$ cat src/rtl/decode_pkg.sv
// Shared constants for the RV32 decode stage: opcodes, ALU operation codes,
// out_ctrl bit positions and immediate extraction helpers.
package decode_pkg;

    localparam logic [6:0] OPC_OP     = 7'b0110011;
    localparam logic [6:0] OPC_OP_IMM = 7'b0010011;
    localparam logic [6:0] OPC_BRANCH = 7'b1100011;
    localparam logic [6:0] OPC_JAL    = 7'b1101111;
    localparam logic [6:0] OPC_JALR   = 7'b1100111;
    localparam logic [6:0] OPC_LOAD   = 7'b0000011;
    localparam logic [6:0] OPC_STORE  = 7'b0100011;
    localparam logic [6:0] OPC_LUI    = 7'b0110111;
    localparam logic [6:0] OPC_AUIPC  = 7'b0010111;

    localparam logic [6:0] F7_BASE   = 7'b0000000;
    localparam logic [6:0] F7_ALT    = 7'b0100000;
    localparam logic [6:0] F7_MULDIV = 7'b0000001;

    typedef enum logic [4:0] {
        ALU_ADD    = 5'd0,  ALU_SUB   = 5'd1,  ALU_XOR    = 5'd2,  ALU_OR    = 5'd3,
        ALU_AND    = 5'd4,  ALU_SLL   = 5'd5,  ALU_SRL    = 5'd6,  ALU_SRA   = 5'd7,
        ALU_SLT    = 5'd8,  ALU_SLTU  = 5'd9,  ALU_ADDI   = 5'd10, ALU_XORI  = 5'd11,
        ALU_ORI    = 5'd12, ALU_ANDI  = 5'd13, ALU_SLLI   = 5'd14, ALU_SRLI  = 5'd15,
        ALU_SRAI   = 5'd16, ALU_SLTI  = 5'd17, ALU_SLTIU  = 5'd18, ALU_MUL   = 5'd19,
        ALU_MULH   = 5'd20, ALU_MULHSU = 5'd21, ALU_MULHU = 5'd22, ALU_LUI   = 5'd23,
        ALU_AUIPC  = 5'd24
    } alu_op_e;

    localparam int CTRL_W         = 12;
    localparam int CTRL_REG_WRITE = 0;
    localparam int CTRL_ALU_SRC   = 1;
    localparam int CTRL_IS_BRANCH = 2;
    localparam int CTRL_JAL       = 3;
    localparam int CTRL_JALR      = 4;
    localparam int CTRL_IS_LOAD   = 5;
    localparam int CTRL_IS_STORE  = 6;
    localparam int CTRL_IS_DIV    = 7;
    localparam int CTRL_IS_MUL    = 8;
    localparam int CTRL_ILLEGAL   = 9;
    localparam int CTRL_LUI       = 10;
    localparam int CTRL_AUIPC     = 11;

    typedef struct packed {
        logic [31:0]       imm;
        alu_op_e           alu_op;
        logic [2:0]        div_op;
        logic [2:0]        funct3;
        logic [CTRL_W-1:0] ctrl;
    } dec_fields_t;

    function automatic logic [31:0] imm_i(input logic [31:0] w);
        return {{20{w[31]}}, w[31:20]};
    endfunction

    function automatic logic [31:0] imm_s(input logic [31:0] w);
        return {{20{w[31]}}, w[31:25], w[11:7]};
    endfunction

    function automatic logic [31:0] imm_b(input logic [31:0] w);
        return {{19{w[31]}}, w[31], w[7], w[30:25], w[11:8], 1'b0};
    endfunction

    function automatic logic [31:0] imm_j(input logic [31:0] w);
        return {{11{w[31]}}, w[31], w[19:12], w[20], w[30:21], 1'b0};
    endfunction

    function automatic logic [31:0] imm_u(input logic [31:0] w);
        return {w[31:12], 12'b0};
    endfunction

endpackage

$ cat src/rtl/instr_decode_comb.sv
// Purely combinational RV32I(+M) decoder; any illegal encoding collapses to a
// word with only the illegal ctrl bit set.
module instr_decode_comb import decode_pkg::*; #(
    parameter int REG_AW = 5,
    parameter int M_EXT  = 1
) (
    input  logic [31:0]       instr,
    output logic [REG_AW-1:0] rd,
    output logic [REG_AW-1:0] rs1,
    output logic [REG_AW-1:0] rs2,
    output dec_fields_t       fields
);

    // Register index bits that do not exist in this register file.
    localparam logic [4:0] HI_MASK = 5'((32'h1F << REG_AW) & 32'h1F);

    logic [6:0]  opcode;
    logic [2:0]  funct3;
    logic [6:0]  funct7;
    logic        legal;
    logic        use_rd;
    logic        use_rs1;
    logic        use_rs2;
    dec_fields_t f;

    assign opcode = instr[6:0];
    assign funct3 = instr[14:12];
    assign funct7 = instr[31:25];

    always_comb begin
        f       = '0;
        legal   = 1'b1;
        use_rd  = 1'b0;
        use_rs1 = 1'b0;
        use_rs2 = 1'b0;
        case (opcode)
            OPC_OP: begin
                use_rd  = 1'b1;
                use_rs1 = 1'b1;
                use_rs2 = 1'b1;
                f.ctrl[CTRL_REG_WRITE] = 1'b1;
                if (funct7 == F7_BASE) begin
                    case (funct3)
                        3'd0:    f.alu_op = ALU_ADD;
                        3'd1:    f.alu_op = ALU_SLL;
                        3'd2:    f.alu_op = ALU_SLT;
                        3'd3:    f.alu_op = ALU_SLTU;
                        3'd4:    f.alu_op = ALU_XOR;
                        3'd5:    f.alu_op = ALU_SRL;
                        3'd6:    f.alu_op = ALU_OR;
                        default: f.alu_op = ALU_AND;
                    endcase
                end else if (funct7 == F7_ALT && funct3 == 3'd0) begin
                    f.alu_op = ALU_SUB;
                end else if (funct7 == F7_ALT && funct3 == 3'd5) begin
                    f.alu_op = ALU_SRA;
                end else if (funct7 == F7_MULDIV && M_EXT != 0) begin
                    if (!funct3[2]) begin
                        f.ctrl[CTRL_IS_MUL] = 1'b1;
                        case (funct3[1:0])
                            2'd0:    f.alu_op = ALU_MUL;
                            2'd1:    f.alu_op = ALU_MULH;
                            2'd2:    f.alu_op = ALU_MULHSU;
                            default: f.alu_op = ALU_MULHU;
                        endcase
                    end else begin
                        f.ctrl[CTRL_IS_DIV] = 1'b1;
                        f.div_op            = funct3;
                    end
                end else begin
                    legal = 1'b0;
                end
            end
            OPC_OP_IMM: begin
                use_rd  = 1'b1;
                use_rs1 = 1'b1;
                f.ctrl[CTRL_REG_WRITE] = 1'b1;
                f.ctrl[CTRL_ALU_SRC]   = 1'b1;
                f.imm = imm_i(instr);
                case (funct3)
                    3'd0: f.alu_op = ALU_ADDI;
                    3'd2: f.alu_op = ALU_SLTI;
                    3'd3: f.alu_op = ALU_SLTIU;
                    3'd4: f.alu_op = ALU_XORI;
                    3'd6: f.alu_op = ALU_ORI;
                    3'd7: f.alu_op = ALU_ANDI;
                    3'd1: begin
                        f.alu_op = ALU_SLLI;
                        legal    = (funct7 == F7_BASE);
                    end
                    default: begin
                        f.alu_op = (funct7 == F7_ALT) ? ALU_SRAI : ALU_SRLI;
                        legal    = (funct7 == F7_BASE) || (funct7 == F7_ALT);
                    end
                endcase
            end
            OPC_LOAD: begin
                use_rd  = 1'b1;
                use_rs1 = 1'b1;
                f.ctrl[CTRL_REG_WRITE] = 1'b1;
                f.ctrl[CTRL_ALU_SRC]   = 1'b1;
                f.ctrl[CTRL_IS_LOAD]   = 1'b1;
                f.imm    = imm_i(instr);
                f.funct3 = funct3;
                legal    = (funct3 != 3'd3) && (funct3 < 3'd6);
            end
            OPC_STORE: begin
                use_rs1 = 1'b1;
                use_rs2 = 1'b1;
                f.ctrl[CTRL_ALU_SRC]  = 1'b1;
                f.ctrl[CTRL_IS_STORE] = 1'b1;
                f.imm    = imm_s(instr);
                f.funct3 = funct3;
                legal    = (funct3 <= 3'd2);
            end
            OPC_BRANCH: begin
                use_rs1 = 1'b1;
                use_rs2 = 1'b1;
                f.ctrl[CTRL_IS_BRANCH] = 1'b1;
                f.imm    = imm_b(instr);
                f.funct3 = funct3;
                legal    = (funct3[2:1] != 2'b01);
            end
            OPC_JAL: begin
                use_rd = 1'b1;
                f.ctrl[CTRL_REG_WRITE] = 1'b1;
                f.ctrl[CTRL_JAL]       = 1'b1;
                f.imm = imm_j(instr);
            end
            OPC_JALR: begin
                use_rd  = 1'b1;
                use_rs1 = 1'b1;
                f.ctrl[CTRL_REG_WRITE] = 1'b1;
                f.ctrl[CTRL_ALU_SRC]   = 1'b1;
                f.ctrl[CTRL_JALR]      = 1'b1;
                f.imm = imm_i(instr);
                legal = (funct3 == 3'd0);
            end
            OPC_LUI: begin
                use_rd = 1'b1;
                f.ctrl[CTRL_REG_WRITE] = 1'b1;
                f.ctrl[CTRL_ALU_SRC]   = 1'b1;
                f.ctrl[CTRL_LUI]       = 1'b1;
                f.alu_op = ALU_LUI;
                f.imm    = imm_u(instr);
            end
            OPC_AUIPC: begin
                use_rd = 1'b1;
                f.ctrl[CTRL_REG_WRITE] = 1'b1;
                f.ctrl[CTRL_ALU_SRC]   = 1'b1;
                f.ctrl[CTRL_AUIPC]     = 1'b1;
                f.alu_op = ALU_AUIPC;
                f.imm    = imm_u(instr);
            end
            default: legal = 1'b0;
        endcase

        if ((use_rd  && |(instr[11:7]  & HI_MASK)) ||
            (use_rs1 && |(instr[19:15] & HI_MASK)) ||
            (use_rs2 && |(instr[24:20] & HI_MASK))) begin
            legal = 1'b0;
        end

        if (!legal) begin
            f                    = '0;
            f.ctrl[CTRL_ILLEGAL] = 1'b1;
            use_rd               = 1'b0;
            use_rs1              = 1'b0;
            use_rs2              = 1'b0;
        end
    end

    assign rd     = use_rd  ? instr[7 +: REG_AW]  : '0;
    assign rs1    = use_rs1 ? instr[15 +: REG_AW] : '0;
    assign rs2    = use_rs2 ? instr[20 +: REG_AW] : '0;
    assign fields = f;

endmodule

$ cat src/rtl/decode_stage.sv
// Decode pipeline stage: two-entry skid buffer of decoded instructions with a
// divider interlock on the head entry and a saturating illegal-issue counter.
module decode_stage import decode_pkg::*; #(
    parameter int REG_AW = 5,
    parameter int M_EXT  = 1,
    parameter int PC_W   = 32
) (
    input  logic              clk,
    input  logic              rst,
    input  logic              in_valid,
    output logic              in_ready,
    input  logic [31:0]       in_instr,
    input  logic [PC_W-1:0]   in_pc,
    input  logic              flush,
    input  logic              div_busy,
    output logic              out_valid,
    input  logic              out_ready,
    output logic [PC_W-1:0]   out_pc,
    output logic [REG_AW-1:0] out_rd,
    output logic [REG_AW-1:0] out_rs1,
    output logic [REG_AW-1:0] out_rs2,
    output logic [31:0]       out_imm,
    output logic [4:0]        out_alu_op,
    output logic [2:0]        out_div_op,
    output logic [2:0]        out_funct3,
    output logic [11:0]       out_ctrl,
    output logic [7:0]        illegal_count
);

    typedef struct packed {
        logic [PC_W-1:0]   pc;
        logic [REG_AW-1:0] rd;
        logic [REG_AW-1:0] rs1;
        logic [REG_AW-1:0] rs2;
        dec_fields_t       f;
    } entry_t;

    logic [REG_AW-1:0] dec_rd;
    logic [REG_AW-1:0] dec_rs1;
    logic [REG_AW-1:0] dec_rs2;
    dec_fields_t       dec_fields;
    entry_t            in_ent;
    entry_t            out_ent;

    entry_t      ent0_q, ent0_d;
    entry_t      ent1_q, ent1_d;
    logic [1:0]  count_q, count_d;
    logic        in_ready_q, in_ready_d;
    logic [7:0]  illegal_count_q, illegal_count_d;
    logic        head_stall;
    logic        accept;
    logic        issue;

    instr_decode_comb #(
        .REG_AW (REG_AW),
        .M_EXT  (M_EXT)
    ) u_decode (
        .instr  (in_instr),
        .rd     (dec_rd),
        .rs1    (dec_rs1),
        .rs2    (dec_rs2),
        .fields (dec_fields)
    );

    assign in_ent = '{pc: in_pc, rd: dec_rd, rs1: dec_rs1, rs2: dec_rs2, f: dec_fields};

    always_comb begin
        head_stall      = ent0_q.f.ctrl[CTRL_IS_DIV] && div_busy;
        out_valid       = (count_q != 2'd0) && !head_stall;
        accept          = in_valid && in_ready_q && !flush;
        issue           = out_valid && out_ready;
        ent0_d          = ent0_q;
        ent1_d          = ent1_q;
        count_d         = count_q;
        illegal_count_d = illegal_count_q;

        if (flush) begin
            count_d = 2'd0;
        end else begin
            case (count_q)
                2'd0: begin
                    if (accept) begin
                        ent0_d  = in_ent;
                        count_d = 2'd1;
                    end
                end
                2'd1: begin
                    if (issue && accept) begin
                        ent0_d = in_ent;
                    end else if (issue) begin
                        count_d = 2'd0;
                    end else if (accept) begin
                        ent1_d  = in_ent;
                        count_d = 2'd2;
                    end
                end
                default: begin
                    // Full: in_ready is low, so only the head can leave.
                    if (issue) begin
                        ent0_d  = ent1_q;
                        count_d = 2'd1;
                    end
                end
            endcase
            if (issue && ent0_q.f.ctrl[CTRL_ILLEGAL] && illegal_count_q != 8'hFF) begin
                illegal_count_d = illegal_count_q + 8'd1;
            end
        end

        in_ready_d = (count_d != 2'd2);
    end

    always_ff @(posedge clk) begin
        if (rst) begin
            count_q         <= 2'd0;
            in_ready_q      <= 1'b1;
            illegal_count_q <= 8'd0;
        end else begin
            count_q         <= count_d;
            in_ready_q      <= in_ready_d;
            illegal_count_q <= illegal_count_d;
        end
    end

    // Payload needs no reset: it is masked by occupancy on the way out.
    always_ff @(posedge clk) begin
        ent0_q <= ent0_d;
        ent1_q <= ent1_d;
    end

    assign out_ent       = (count_q != 2'd0) ? ent0_q : '0;
    assign in_ready      = in_ready_q;
    assign out_pc        = out_ent.pc;
    assign out_rd        = out_ent.rd;
    assign out_rs1       = out_ent.rs1;
    assign out_rs2       = out_ent.rs2;
    assign out_imm       = out_ent.f.imm;
    assign out_alu_op    = out_ent.f.alu_op;
    assign out_div_op    = out_ent.f.div_op;
    assign out_funct3    = out_ent.f.funct3;
    assign out_ctrl      = out_ent.f.ctrl;
    assign illegal_count = illegal_count_q;

endmodule

$ cat config.mk
export PLATFORM = sky130hd
export DESIGN_NAME = decode_stage
export DESIGN_NICKNAME = d
export VERILOG_FILES = /design/src/rtl/decode_pkg.sv /design/src/rtl/instr_decode_comb.sv /design/src/rtl/decode_stage.sv
export SDC_FILE = /design/constraint.sdc
export NUM_CORES = 1
export LEC_CHECK = 0
export CAP_MARGIN = 20
export CORE_MARGIN = 8
export CORE_UTILIZATION = 33
export DETAILED_ROUTE_END_ITERATION = 10
export GPL_ROUTABILITY_DRIVEN = 0
export PLACE_DENSITY = 0.65
export SYNTH_ARGS = -nofsm -noshare
export SYNTH_HDL_FRONTEND = slang
export SYNTH_SLANG_ARGS = --single-unit
$ cat constraint.sdc
create_clock -name clk -period 17.7 [get_ports clk]
set_clock_uncertainty 0.15 [all_clocks]
set_input_delay 5.31 -clock clk [delete_from_list [all_inputs] [get_ports clk]]
set_output_delay 5.31 -clock clk [all_outputs]
set_load 0.03 [all_outputs]
==> results_dict.tcl <==
set metrics [dict create \
    outcome "finished clean" \
    start_kind "input pin" \
    cts_setup_buffers 0 \
    numPortBuffers 181 \
    synth-compound-area-share 0.108 \
    nets 1037 \
    yosys.area_share.simple 0.167 \
    ys_seq_elements 213 \
    grt-ovfl-total 0 \
    yosysTopAreaCell "edfxtp_1" \
    p_int_w 0.000932 \
    viasPerCell 5.00 \
    min_path_cells 2 \
    maxSlewViolCount 0 \
    cts_sinks 213 \
    comb_power_share 0.087 \
    grt_pass1_wl_mm 39.6 \
    synthXorXnorAreaFrac 0.00605 \
    yosysWarnings 0 \
    final.min_clock_period_ps 12220 \
    synth_fa_ha_area_frac 0.00740 \
    final_util 0.432 \
    fmax_mhz 81.9 \
    power_frac_seq 0.473 \
    hold_buffers 0 \
    dr.pass1.iters 7 \
    start_util 0.333 \
    p_switching_w 0.000268 \
    p_leak_nw 4.22 \
    cts_resized 0 \
    cp.required_ps 12240 \
    path_max_fanout 4 \
    cts_tree "yes" \
    cts_made_buffers 25 \
    whs_ps 375 \
    root_buffer "clkbuf_16" \
    synth_top_area_share 0.598 \
    slew_headroom 0.250 \
    r2r_cells 4 \
    avgSynthCellArea_um2 12.7 \
    endpoint_kind "output port" \
    synth_mux_area_frac 0.0612 \
    wirelength_mm 26.1 \
    multiInputGateArea_mm2 0.00357 \
    cts-htree-levels 1 \
    drive_gt1_frac 0.133 \
    antenna_found_initial 0 \
    syn-num-nets 872 \
    insertion_delay_ps 530 \
    seqCellArea_mm2 0.00629 \
    path_clk_slew_ps 60 \
    synth.distinct_cells 72 \
    synth-edff-count 202 \
    post-synth-top-count-cell "edfxtp_1" \
    drtIter0Drc 451 \
    die-area_mm2 0.0366 \
    die_w_um 191 \
    power_frac_clock 0.440 \
    crit_arrival_ps 6760 \
    crit_type "input pin to output port" \
    syn_inst 796 \
    synth_area_leaders "edfxtp_1 (60%), nor2b_1 (7.4%), mux2_2 (5.3%), nor2_1 (2.3%), dfxtp_1 (2.2%)" \
    via_count 6875 \
    synth_seq_area_share 0.620 \
    grt_usage 0.137 \
    dp_slack_ps 5490 \
    synth_top_family_by_area "simple AND/OR/NAND/NOR gates" \
    core_mm2 0.0304 \
    drv_cap 0 \
    powerDensity_mw_per_mm2 91.4 \
    area_growth_pct 29.5 \
    fin_ws_ps 5480 \
    wire_per_inst_um 18.9 \
    hold_path_class "flip-flop to flip-flop" \
    rsz0062_at_grt "false" \
    ios 182 \
    fin_crit_sh 0.690 \
    drc 0 \
    antenna_cells 0 \
    clockBufferDepth 3 \
    first_global_vias 6683 \
    die_h_um 191 \
    rows 64 \
    async_flop_share 0 \
    tightestPinTransition_ps 1130 \
    peakVddDrop_mv 0.0576 \
    antenna_left 0 \
    sw_frac_of_total 0.224 \
    grt_max_degree 86 \
    finalSetupViolations 0 \
    dp_hpwl_mm 17.4 \
    hold_viol 0 \
    synth_commonest_cells "edfxtp_1 (202), nor2b_1 (120), nor2_1 (62), nand2_1 (55), mux2_2 (48)" \
    synth_area_mm2 0.0101 \
    final.setup.tns_ps 0 \
    reg2reg_slack_ps 14360 \
    fillers 2825 \
    ys.flop_type "edfxtp_1" \
]
[routing by layer]
| layer | track usage | vias to the layer above | share of wire |
|---|---|---|---|
| li1 | - | 3275 | - |
| met1 | 0.184 | 3302 | 0.44 |
| met2 | 0.220 | 257 | 0.46 |
| met3 | 0.0314 | 41 | 0.081 |
| met4 | 0.0337 | 0 | 0.022 |
| met5 | 0 | - | 0 |
[flip-flops by register name (all words and copies together), names as in the netlist]
name and count:
count_q 2, ent0_q 101, ent1_q 101, illegal_count 8, in_ready 1
[final timing paths]
path / startpoint / to
worst max-delay path: div_busy / out_valid
worst min-delay path: ent1_q[25]$_DFFE_PP_ / ent0_q[25]$_DFFE_PP_
worst max register to register: count_q[1]$_SDFF_PP0_ / ent1_q[43]$_DFFE_PP_
worst min register to register: ent1_q[25]$_DFFE_PP_ / ent0_q[25]$_DFFE_PP_
[cell type report]
type | count | share of cell area
Inverter | 17 | 0.00486
Sequential cell | 213 | 0.479
Multi-Input combinational cell | 515 | 0.272
Clock buffer | 35 | 0.0513
Timing Repair Buffer | 189 | 0.143
Clock inverter | 11 | 0.0128
Tap cell | 396 | 0.0377
[kinds of logic (layout without fill, tap and decap cells)]
group | after synthesis | after routing
AND/OR/NAND/NOR | 313 | 313
buffers and inverters | 68 | 252
multiplexers | 56 | 56
flip-flops | 213 | 213
adder cells (fa/ha/maj) | 6 | 6
AO/OA/AOI/OAI | 133 | 133
XOR/XNOR | 7 | 7
[critical path, stage by stage]
cell	delay, ps
clkdlybuf4s50_1	400
a2bb2oi_1	300
clkdlybuf4s50_1	740
[power groups by stage]
stage	Combinational [W]	Clock, W	Sequential [W]
after floorplan	0.0000568	0	0.000579
after global placement	0.000105	0	0.000578
after detailed placement	0.000106	0	0.000578
after CTS	0.000106	0.000543	0.000568
after global routing	0.000112	0.000562	0.000569
final	0.000105	0.000528	0.000568
[cells in the final DEF (no fill, tap or decap), types with 14 or more instances in the layout]
cell	synthesis	final
nand2_1	55	55
clkdlybuf4s50_1	0	181
nor2b_1	120	120
nor2_1	62	61
inv_1	14	14
o31ai_1	18	18
and3_1	15	15
nand2b_1	15	15
clkbuf_16	0	25
a21oi_1	26	26
edfxtp_1	202	202
mux2_2	48	48
[stage by stage]
stage	std cells	instance area, um^2	power, W
6_report	1376	13100	0.00120
3_3_place_gp	1329	12300	0.000683
3_5_place_dp	1329	12300	0.000684
2_1_floorplan	796	10100	0.000636
5_1_grt	1376	13100	0.00124
4_1_cts	1375	13100	0.00122
No activity file was read; power rests on OpenSTA's default activity.
